===== src/rtl/shift_periph_seq_pkg.sv =====
// Shared constants and types for the sequential shifter peripheral:
// register map, shift modes, STATUS bit positions and FSM states.
package shift_periph_pkg;

  localparam logic [1:0] REG_CTRL   = 2'b00;
  localparam logic [1:0] REG_DATA   = 2'b01;
  localparam logic [1:0] REG_RESULT = 2'b10;
  localparam logic [1:0] REG_STATUS = 2'b11;

  localparam logic [1:0] MODE_LSL = 2'b00;
  localparam logic [1:0] MODE_LSR = 2'b01;
  localparam logic [1:0] MODE_ASR = 2'b10;
  localparam logic [1:0] MODE_ROR = 2'b11;

  localparam int ST_BUSY  = 0;
  localparam int ST_DONE  = 1;
  localparam int ST_CARRY = 2;
  localparam int ST_ZERO  = 3;
  localparam int ST_ERR   = 4;

  typedef enum logic {
    IDLE  = 1'b0,
    SHIFT = 1'b1
  } state_t;

endpackage


===== src/rtl/shift_periph_seq_step.sv =====
// Combinational single-bit shifter: one step of LSL/LSR/ASR/ROR,
// returning the next register value and the bit shifted out.
module shift_step
  import shift_periph_pkg::*;
#(
  parameter int WIDTH = 16
) (
  input  logic [WIDTH-1:0] shreg,
  input  logic [1:0]       mode,
  output logic [WIDTH-1:0] shreg_next,
  output logic             out_bit
);

  // One shift step selected by mode
  always_comb begin
    shreg_next = shreg;
    out_bit    = 1'b0;
    case (mode)
      MODE_LSL: begin
        shreg_next = {shreg[WIDTH-2:0], 1'b0};
        out_bit    = shreg[WIDTH-1];
      end
      MODE_LSR: begin
        shreg_next = {1'b0, shreg[WIDTH-1:1]};
        out_bit    = shreg[0];
      end
      MODE_ASR: begin
        shreg_next = {shreg[WIDTH-1], shreg[WIDTH-1:1]};
        out_bit    = shreg[0];
      end
      MODE_ROR: begin
        shreg_next = {shreg[0], shreg[WIDTH-1:1]};
        out_bit    = shreg[0];
      end
      default: begin
        shreg_next = shreg;
        out_bit    = 1'b0;
      end
    endcase
  end

endmodule


===== src/rtl/shift_periph_seq.sv =====
// Memory-mapped serial shifter: bus decode, CTRL/DATA/RESULT/STATUS
// registers and the IDLE/SHIFT sequencer, one bit shifted per clock.
module shift_periph_seq
  import shift_periph_pkg::*;
#(
  parameter int WIDTH = 16,
  parameter int AMT_W = $clog2(WIDTH)
) (
  input  logic             clk,
  input  logic             reset,
  input  logic [1:0]       reg_sel,
  input  logic [WIDTH-1:0] data_in,
  input  logic             cs,
  input  logic             we,
  output logic [WIDTH-1:0] data_out,
  output logic             irq
);

  state_t             state_r, state_s;
  logic [1:0]         mode_r, op_mode_r;
  logic [AMT_W-1:0]   amount_r, cnt_r;
  logic               irq_en_r;
  logic [WIDTH-1:0]   operand_r, shreg_r, result_r;
  logic               busy_r, done_r, carry_r, zero_r, err_r;
  logic               wr_ctrl_s, wr_data_s, wr_status_s;
  logic               start_s, shift_s, finish_s, collide_s;
  logic [WIDTH-1:0]   step_next_s, ctrl_rd_s, status_rd_s;
  logic               step_out_s;

  assign wr_ctrl_s   = cs & we & (reg_sel == REG_CTRL);
  assign wr_data_s   = cs & we & (reg_sel == REG_DATA);
  assign wr_status_s = cs & we & (reg_sel == REG_STATUS);

  shift_step #(.WIDTH(WIDTH)) u_step (
    .shreg      (shreg_r),
    .mode       (op_mode_r),
    .shreg_next (step_next_s),
    .out_bit    (step_out_s)
  );

  // FSM state register
  always_ff @(posedge clk or posedge reset) begin
    if (reset) state_r <= IDLE;
    else       state_r <= state_s;
  end

  // Next state and per-cycle action strobes
  always_comb begin
    state_s   = state_r;
    start_s   = 1'b0;
    shift_s   = 1'b0;
    finish_s  = 1'b0;
    collide_s = 1'b0;
    case (state_r)
      IDLE: begin
        if (wr_data_s) begin
          start_s = 1'b1;
          state_s = SHIFT;
        end else begin
          state_s = IDLE;
        end
      end
      SHIFT: begin
        collide_s = wr_data_s;
        if (cnt_r == {AMT_W{1'b0}}) begin
          finish_s = 1'b1;
          state_s  = IDLE;
        end else begin
          shift_s = 1'b1;
        end
      end
      default: state_s = IDLE;
    endcase
  end

  // CTRL register, writable at any time
  always_ff @(posedge clk or posedge reset) begin
    if (reset) begin
      mode_r   <= 2'b00;
      amount_r <= {AMT_W{1'b0}};
      irq_en_r <= 1'b0;
    end else if (wr_ctrl_s) begin
      mode_r   <= data_in[1:0];
      amount_r <= data_in[AMT_W+1:2];
      irq_en_r <= data_in[WIDTH-1];
    end
  end

  // Operand capture, serial shifting and result latch
  always_ff @(posedge clk or posedge reset) begin
    if (reset) begin
      operand_r <= {WIDTH{1'b0}};
      shreg_r   <= {WIDTH{1'b0}};
      result_r  <= {WIDTH{1'b0}};
      cnt_r     <= {AMT_W{1'b0}};
      op_mode_r <= 2'b00;
      carry_r   <= 1'b0;
      zero_r    <= 1'b0;
    end else begin
      if (start_s) begin
        operand_r <= data_in;
        shreg_r   <= data_in;
        cnt_r     <= amount_r;
        op_mode_r <= mode_r;
        carry_r   <= 1'b0;
      end else if (shift_s) begin
        shreg_r <= step_next_s;
        carry_r <= step_out_s;
        cnt_r   <= cnt_r - AMT_W'(1);
      end
      if (finish_s) begin
        result_r <= shreg_r;
        zero_r   <= (shreg_r == {WIDTH{1'b0}});
      end
    end
  end

  // Busy/done/err flags; a completion outranks a same-cycle done clear
  always_ff @(posedge clk or posedge reset) begin
    if (reset) begin
      busy_r <= 1'b0;
      done_r <= 1'b0;
      err_r  <= 1'b0;
    end else begin
      if (start_s)       busy_r <= 1'b1;
      else if (finish_s) busy_r <= 1'b0;
      if (finish_s)                                           done_r <= 1'b1;
      else if (start_s || (wr_status_s && data_in[ST_DONE]))  done_r <= 1'b0;
      if (collide_s)                             err_r <= 1'b1;
      else if (wr_status_s && data_in[ST_ERR])   err_r <= 1'b0;
    end
  end

  // Read-back images and combinational read mux
  always_comb begin
    ctrl_rd_s              = {WIDTH{1'b0}};
    ctrl_rd_s[1:0]         = mode_r;
    ctrl_rd_s[AMT_W+1:2]   = amount_r;
    ctrl_rd_s[WIDTH-1]     = irq_en_r;
    status_rd_s            = {WIDTH{1'b0}};
    status_rd_s[ST_BUSY]   = busy_r;
    status_rd_s[ST_DONE]   = done_r;
    status_rd_s[ST_CARRY]  = carry_r;
    status_rd_s[ST_ZERO]   = zero_r;
    status_rd_s[ST_ERR]    = err_r;
    data_out               = {WIDTH{1'b0}};
    if (cs && !we) begin
      case (reg_sel)
        REG_CTRL:   data_out = ctrl_rd_s;
        REG_DATA:   data_out = operand_r;
        REG_RESULT: data_out = result_r;
        REG_STATUS: data_out = status_rd_s;
        default:    data_out = {WIDTH{1'b0}};
      endcase
    end else begin
      data_out = {WIDTH{1'b0}};
    end
  end

  assign irq = done_r & irq_en_r;

endmodule


===== config.mk =====
export PLATFORM = sky130hd
export DESIGN_NAME = shift_periph_seq
export DESIGN_NICKNAME = d
export VERILOG_FILES = /design/src/rtl/shift_periph_seq_pkg.sv /design/src/rtl/shift_periph_seq_step.sv /design/src/rtl/shift_periph_seq.sv
export SDC_FILE = /design/constraint.sdc
export NUM_CORES = 1
export LEC_CHECK = 0
export ABC_AREA = 0
export CORE_AREA = 2 2 109 153
export DETAILED_ROUTE_END_ITERATION = 8
export DIE_AREA = 0 0 111 155
export HOLD_SLACK_MARGIN = 0.1
export PLACE_DENSITY = 0.48
export RECOVER_POWER = 100
export SLEW_MARGIN = 10
export SYNTH_ARGS = -nofsm -noshare
export SYNTH_HDL_FRONTEND = slang
export SYNTH_HIERARCHICAL = 1
export SYNTH_SLANG_ARGS = --single-unit
export TNS_END_PERCENT = 30

===== constraint.sdc =====
create_clock -name clk -period 2.5 [get_ports clk]
set_input_delay 0.25 -clock clk [delete_from_list [all_inputs] [get_ports clk]]
set_output_delay 0.25 -clock clk [all_outputs]
set_load 0.1 [all_outputs]

==> impl_metrics.py, run 1 <==
metrics = {
    "final_layout": {
        "layout-drive-gt1-share_pct": 22.6,
        "antennaDiodeCount": 0,
        "utilization_pct": 27.6,
        "syn2layout_area_growth_pct": 23.4,
        "final_cell_area_sq_mm": 0.00438,
        "nets": 373,
    },
    "sta": {
        "finalHoldViolCount": 0,
        "fin_setup_tns_ns": 0,
        "tightest_slew_ns": 1.33,
        "rsz0062_at_grt": "no",
        "max_freq_ghz": 0.437,
        "min_period_over_period_pct": 91.5,
        "skew_ns": 0.00452,
        "setup_violations": 0,
        "final_max_slew_viol_count": 0,
        "fin_crit_ns": 2.29,
        "worst_slack_ns": 0.213,
        "maxSlewHeadroom_pct": 10.6,
        "whs_ns": 0.401,
    },
    "critical_path": {
        "worstSetupPathType": "input pin to output pin",
        "critPathMaxStageDelay_ns": 0.58,
        "cp_max_fo": 14,
        "worst_setup_path_end_kind": "output pin",
        "crit_start": "reg_sel[1]",
        "critPathTopFamily": "buffers and inverters",
        "required_ns": 2.25,
        "regToRegStartpoint": "cnt_r[0]$_DFFE_PP0P_",
        "crit_buf_inv": 3,
        "cp.arrival_ns": 2.04,
        "cpMaxStageDelayCell": "mux4_1",
        "r2r_slack_ns": 0.41,
        "start_kind": "input pin",
        "worstPathCellList": "clkdlybuf4s50_1 -> buf_4 -> mux4_1 -> nor2b_1 -> clkbuf_2",
    },
    "clock_tree": {
        "clock_sink_count": 67,
        "cts-resized-gates": 0,
        "cts_tree": "built",
        "h-tree-depth": 3,
        "root_buffer": "clkbuf_16",
        "post_cts_buffers": 0,
        "clkTransAtPathRegs_ns": 0.05,
        "clock_latency_ns": 0.34,
        "cts_made_buffers": 9,
        "hold_buffers": 0,
        "clockBufferDepth": 2,
    },
    "synth": {
        "yosysSeqAreaShare_pct": 47.2,
        "netlist_instances": 308,
        "synth.top_cells.by_area": "dfrtp_1 (47%), mux2_2 (7.0%), nand2_1 (5.5%)",
        "synth_top_family_by_area": "multiplexers",
        "synth_adder_area_share_pct": 0.705,
        "synth.largest_area_cell": "dfrtp_1",
        "muxShareOfSynthArea_pct": 18.4,
        "synth_top_area_share_pct": 47.2,
        "synth-seq-cells": 67,
        "synth_flop_cell": "dfrtp_1",
        "ys_types": 43,
        "synth-xor-area-share_pct": 0.493,
        "synth-compound-area-share_pct": 11.5,
        "syn-num-nets": 332,
        "synth-edff-count": 0,
        "syn_area_per_cell_sq_um": 11.5,
        "mappedNetlistArea_sq_mm": 0.00355,
        "synth_simple_gate_area_share_pct": 16.2,
        "yosysWarnings": 6,
        "async_flop_share_pct": 100,
    },
    "routing": {
        "firstDrtPassIters": 4,
        "drt_wl_total_um": 9280,
        "dr_total_vias": 2574,
        "first_iter_violations": 127,
        "ant_nets": 0,
        "wl_per_cell_um": 16.8,
        "vias_per_cell": 4.65,
        "drc": 0,
    },
    "floorplan": {
        "core_sq_mm": 0.0159,
        "die-area_sq_mm": 0.0172,
        "rows": 55,
        "initial_core_util_pct": 22.3,
        "die_y_um": 155,
        "pin_count": 39,
        "die_w_um": 111,
    },
    "grt": {
        "grt_pass1_wl_um": 15500,
        "met1_usage_pct": 14.6,
        "antenna_found_initial": 0,
        "grt_util_met3_pct": 2.38,
        "top_usage_layer": "met2",
        "grt_pass1_vias": 2751,
        "use_met2_pct": 18.9,
        "grt_usage_pct": 11.5,
        "overflow": 0,
        "grt_max_degree": 57,
    },
    "run_status": {
        "status": "complete, no violations",
    },
    "run": {
        "max-cap-violations": 0,
    },
    "place": {
        "place_area_sq_mm": 0.00430,
        "io_buffer_count": 38,
        "place.gp.congestion": 0.768,
        "hpwl_um": 6230,
        "dp_slack_ns": 0.340,
    },
    "hold_path": {
        "min-delay-path-class": "input pin to asynchronous set/reset pin",
    },
    "power_and_ir_drop": {
        "powerDensity_mw_per_mm2": 1110,
        "p_leak_nw": 1.95,
        "peakVddDrop_mv": 0.392,
    },
}
==> synth_stat cells (3+ instances only) <==
cell,count
nor4_1,5
nand2_1,52
clkbuf_1,3
mux2_4,9
inv_1,7
nor2b_1,16
buf_6,7
nor2_1,11
mux2i_1,6
mux2_2,22
buf_2,7
o21ai_0,6
o2bb2ai_1,10
buf_4,4
dfrtp_1,67
mux2_1,8
a22oi_1,18
a221o_1,9
and3_1,8
mux4_2,3
==> metrics by stage <==
step | cells | total power, mW
floorplan | 308 | 3.27
global placement | 537 | 3.69
detailed placement | 537 | 3.74
CTS | 553 | 5.03
global route | 553 | 5.23
finish | 553 | 4.88
==> registers in the layout, indices dropped and copies added (netlist names) <==
register	cells
amount_r	4
busy_r	1
carry_r	1
cnt_r	4
done_r	1
err_r	1
irq_en_r	1
mode_r	2
op_mode_r	2
operand_r	16
result_r	16
shreg_r	16
state_r	1
zero_r	1
==> cell families after synthesis <==
logic type | Yosys count
buf+inv | 29
fa+ha+maj | 2
mux | 50
flops | 67
simple gates | 107
compound gates | 51
xor+xnor | 2
==> final timing paths <==
path | endpoint | depth (start not counted)
min | amount_r[1]$_DFFE_PP0P_ | 2
min in group clk | result_r[0]$_DFFE_PP0P_ | 2
min reg2reg | result_r[0]$_DFFE_PP0P_ | 2
max reg2reg | shreg_r[5]$_DFFE_PP0P_ | 6
max in group asynchronous | operand_r[13]$_DFFE_PP0P_ | 3
max | data_out[0] | 5
==> power breakdown <==
| group | internal [mW] | total (mW) | switching (mW) |
|---|---|---|---|
| logic | 0.832 | 1.74 | 0.909 |
| registers | 1.51 | 1.87 | 0.359 |
| clock network | 0.794 | 1.27 | 0.472 |
==> area by class of cell <==
type | count | area [sq um]
Clock inverter | 5 | 52.6
Timing Repair Buffer | 52 | 487
Multi-Input combinational cell | 212 | 1650
Fill cell | 1668 | 11500
Tap cell | 199 | 249
Sequential cell | 67 | 1680
Clock buffer | 11 | 243
Inverter | 7 | 26.3
==> cells in the final DEF, fill, tap and decap left out, types with 2 or more instances in the layout <==
cell type        count
mux2_1               8
inv_1                7
nor3b_1              2
mux2_4               9
nor2_1              12
nand2_1             52
buf_2                6
clkbuf_16            9
clkdlybuf4s50_1     19
dlygate4sd3_1        2
and3_1               8
clkbuf_2             7
nor2b_1             16
mux2i_1              6
buf_12               7
mux2_2              22
a2bb2oi_1            2
mux4_1               2
buf_4                8
clkbuf_1             4
nand3_1              2
xnor2_1              2
o21ai_0              7
nor4_1               5
ha_1                 2
o2bb2ai_1           10
clkinv_2             3
a22oi_1             18
dfrtp_1             67
mux4_2               3
a221o_1              9
==> per-layer routing <==
layer  part of all wire [%]  wire length [um]
met5                      0                 0
met4                    2.3               218
met3                    3.7               343
met2                     48              4480
met1                     46              4240
No activity file was read; power rests on OpenSTA's default activity.
==> run 2, diff against run 1 <==
--- a/config.mk
+++ b/config.mk
@@ -6,10 +6,12 @@
 export NUM_CORES = 1
 export LEC_CHECK = 0
 export ABC_AREA = 0
+export CAP_MARGIN = 20
 export CORE_AREA = 2 2 109 153
 export DETAILED_ROUTE_END_ITERATION = 8
 export DIE_AREA = 0 0 111 155
-export HOLD_SLACK_MARGIN = 0.1
+export HOLD_SLACK_MARGIN = 0.15
+export MAX_ROUTING_LAYER = met4
 export PLACE_DENSITY = 0.48
 export RECOVER_POWER = 100
 export SLEW_MARGIN = 10
==> run 2 against run 1 <==
Net effect: clock power about the same; total power grew 0.14%; sequential cell count stayed put; final area did not move; register-to-register slack about the same; maximum frequency about the same; largest power group unchanged; highest routed layer unchanged.
==> impl_metrics.py, run 2 (synthesized netlist as in run 1, its figures left out) <==
metrics = {
    "sta": {
        "tightest_slew_ns": 1.34,
        "fin_crit_ns": 2.29,
        "setup_violations": 0,
        "final_max_slew_viol_count": 0,
        "skew_ns": 0.00580,
        "min_period_over_period_pct": 91.4,
        "rsz0062_at_grt": "no",
        "finalHoldViolCount": 0,
        "max_freq_ghz": 0.438,
        "fin_setup_tns_ns": 0,
        "maxSlewHeadroom_pct": 9.65,
    },
    "grt": {
        "grt_pass1_wl_um": 15500,
        "grt_max_degree": 57,
        "grt_pass1_vias": 2745,
        "antenna_found_initial": 0,
        "overflow": 0,
        "grt_usage_pct": 11.9,
    },
    "final_layout": {
        "reg_top3": "operand_r: 16 flops, result_r: 16 flops, shreg_r: 16 flops",
        "layout.cells.non_filler": 553,
        "antennaDiodeCount": 0,
        "syn2layout_area_growth_pct": 23.4,
        "final_cell_mix": "dfrtp_1 (67), nand2_1 (52), mux2_2 (22), clkdlybuf4s50_1 (19), a22oi_1 (18)",
        "nets": 373,
        "final_cell_area_sq_mm": 0.00438,
        "layout-drive-gt1-share_pct": 22.6,
        "layout_commonest_cell": "dfrtp_1",
        "fillerInstances": 1668,
    },
    "place": {
        "io_buffer_count": 38,
        "hpwl_um": 6230,
        "place_inst": 537,
        "place_area_sq_mm": 0.00430,
        "place.gp.congestion": 0.779,
    },
    "routing": {
        "wl_per_cell_um": 16.9,
        "ant_nets": 0,
        "dr_total_vias": 2574,
        "drt_wl_total_um": 9360,
        "first_iter_violations": 132,
        "drc": 0,
        "vias_per_cell": 4.65,
        "firstDrtPassIters": 4,
    },
    "clock_tree": {
        "clock_sink_count": 67,
        "cts_tree": "built",
        "cts_made_buffers": 9,
        "h-tree-depth": 3,
        "clock_latency_ns": 0.34,
        "root_buffer": "clkbuf_16",
        "clkTransAtPathRegs_ns": 0.05,
        "cts-resized-gates": 0,
        "post_cts_buffers": 0,
        "hold_buffers": 0,
        "clockBufferDepth": 2,
    },
    "critical_path": {
        "critPathTopFamily": "buffers and inverters",
        "reg2reg_depth": 6,
        "required_ns": 2.25,
        "cp_max_fo": 14,
        "worstSetupPathType": "input pin to output pin",
        "cpMaxStageDelayCell": "mux4_1",
        "worstPathCellList": "clkdlybuf4s50_1 -> buf_4 -> mux4_1 -> nor2b_1 -> clkbuf_2",
        "critPathMaxStageDelay_ns": 0.58,
        "start_kind": "input pin",
        "worst_setup_path_end_kind": "output pin",
        "crit_buf_inv": 3,
        "cp.arrival_ns": 2.04,
        "cp.depth": 5,
    },
    "floorplan": {
        "pin_count": 39,
        "die_y_um": 155,
        "die-area_sq_mm": 0.0172,
        "core_sq_mm": 0.0159,
        "die_w_um": 111,
        "rows": 55,
        "initial_core_util_pct": 22.3,
    },
    "run": {
        "max-cap-violations": 0,
    },
    "power_and_ir_drop": {
        "peakVddDrop_mv": 0.394,
        "powerDensity_mw_per_mm2": 1110,
        "p_leak_nw": 1.95,
    },
    "hold_path": {
        "min-delay-path-class": "input pin to asynchronous set/reset pin",
    },
    "run_status": {
        "status": "complete, no violations",
    },
}
run 2: power by group:
group / total [mW] / switching, mW / internal [mW] / leakage [nW]
Combinational: 1.74 / 0.912 / 0.831 / 0.957
Clock: 1.27 / 0.473 / 0.794 / 0.145
Sequential: 1.87 / 0.361 / 1.51 / 0.850
run 2: per-layer routing:
layer	track usage [%]	vias up	share of wire, %
met5	-	-	0
met3	2.30	16	4.4
met1	14.8	1304	45
met2	18.8	57	48
met4	5.42	0	2.4
li1	-	1197	-
run 2: area by class of cell:
class                   count  area, sq um  area share, %
flip-flops and latches     67         1680           38.3
multi-input cells         212         1650           37.6
repair buffers             52          487           11.1
well taps                 199          249           5.68
clock buffers              11          243           5.54
clock inverters             5         52.6           1.20
inverters                   7         26.3          0.599
run 2: through the flow:
stage               util [%]  power (mW)  setup slack [ns]  hold slack [ns]
floorplan                  -        3.27             0.138            0.385
global placement        27.0        3.69             0.340            0.452
detailed placement      27.0        3.74             0.340            0.456
CTS                     28.9        5.03             0.314            0.197
global route            27.6        5.23             0.105            0.451
finish                  27.6        4.88             0.215            0.400
run 2: final timing paths:
path,slack [ns],start,end
max in group asynchronous,1.39,reset,operand_r[13]$_DFFE_PP0P_
max reg2reg,0.41,cnt_r[0]$_DFFE_PP0P_,shreg_r[5]$_DFFE_PP0P_
min,0.40,reset,amount_r[1]$_DFFE_PP0P_
min reg2reg,0.47,result_r[0]$_DFFE_PP0P_,result_r[0]$_DFFE_PP0P_
max,0.21,reg_sel[1],data_out[0]
min in group clk,0.47,result_r[0]$_DFFE_PP0P_,result_r[0]$_DFFE_PP0P_
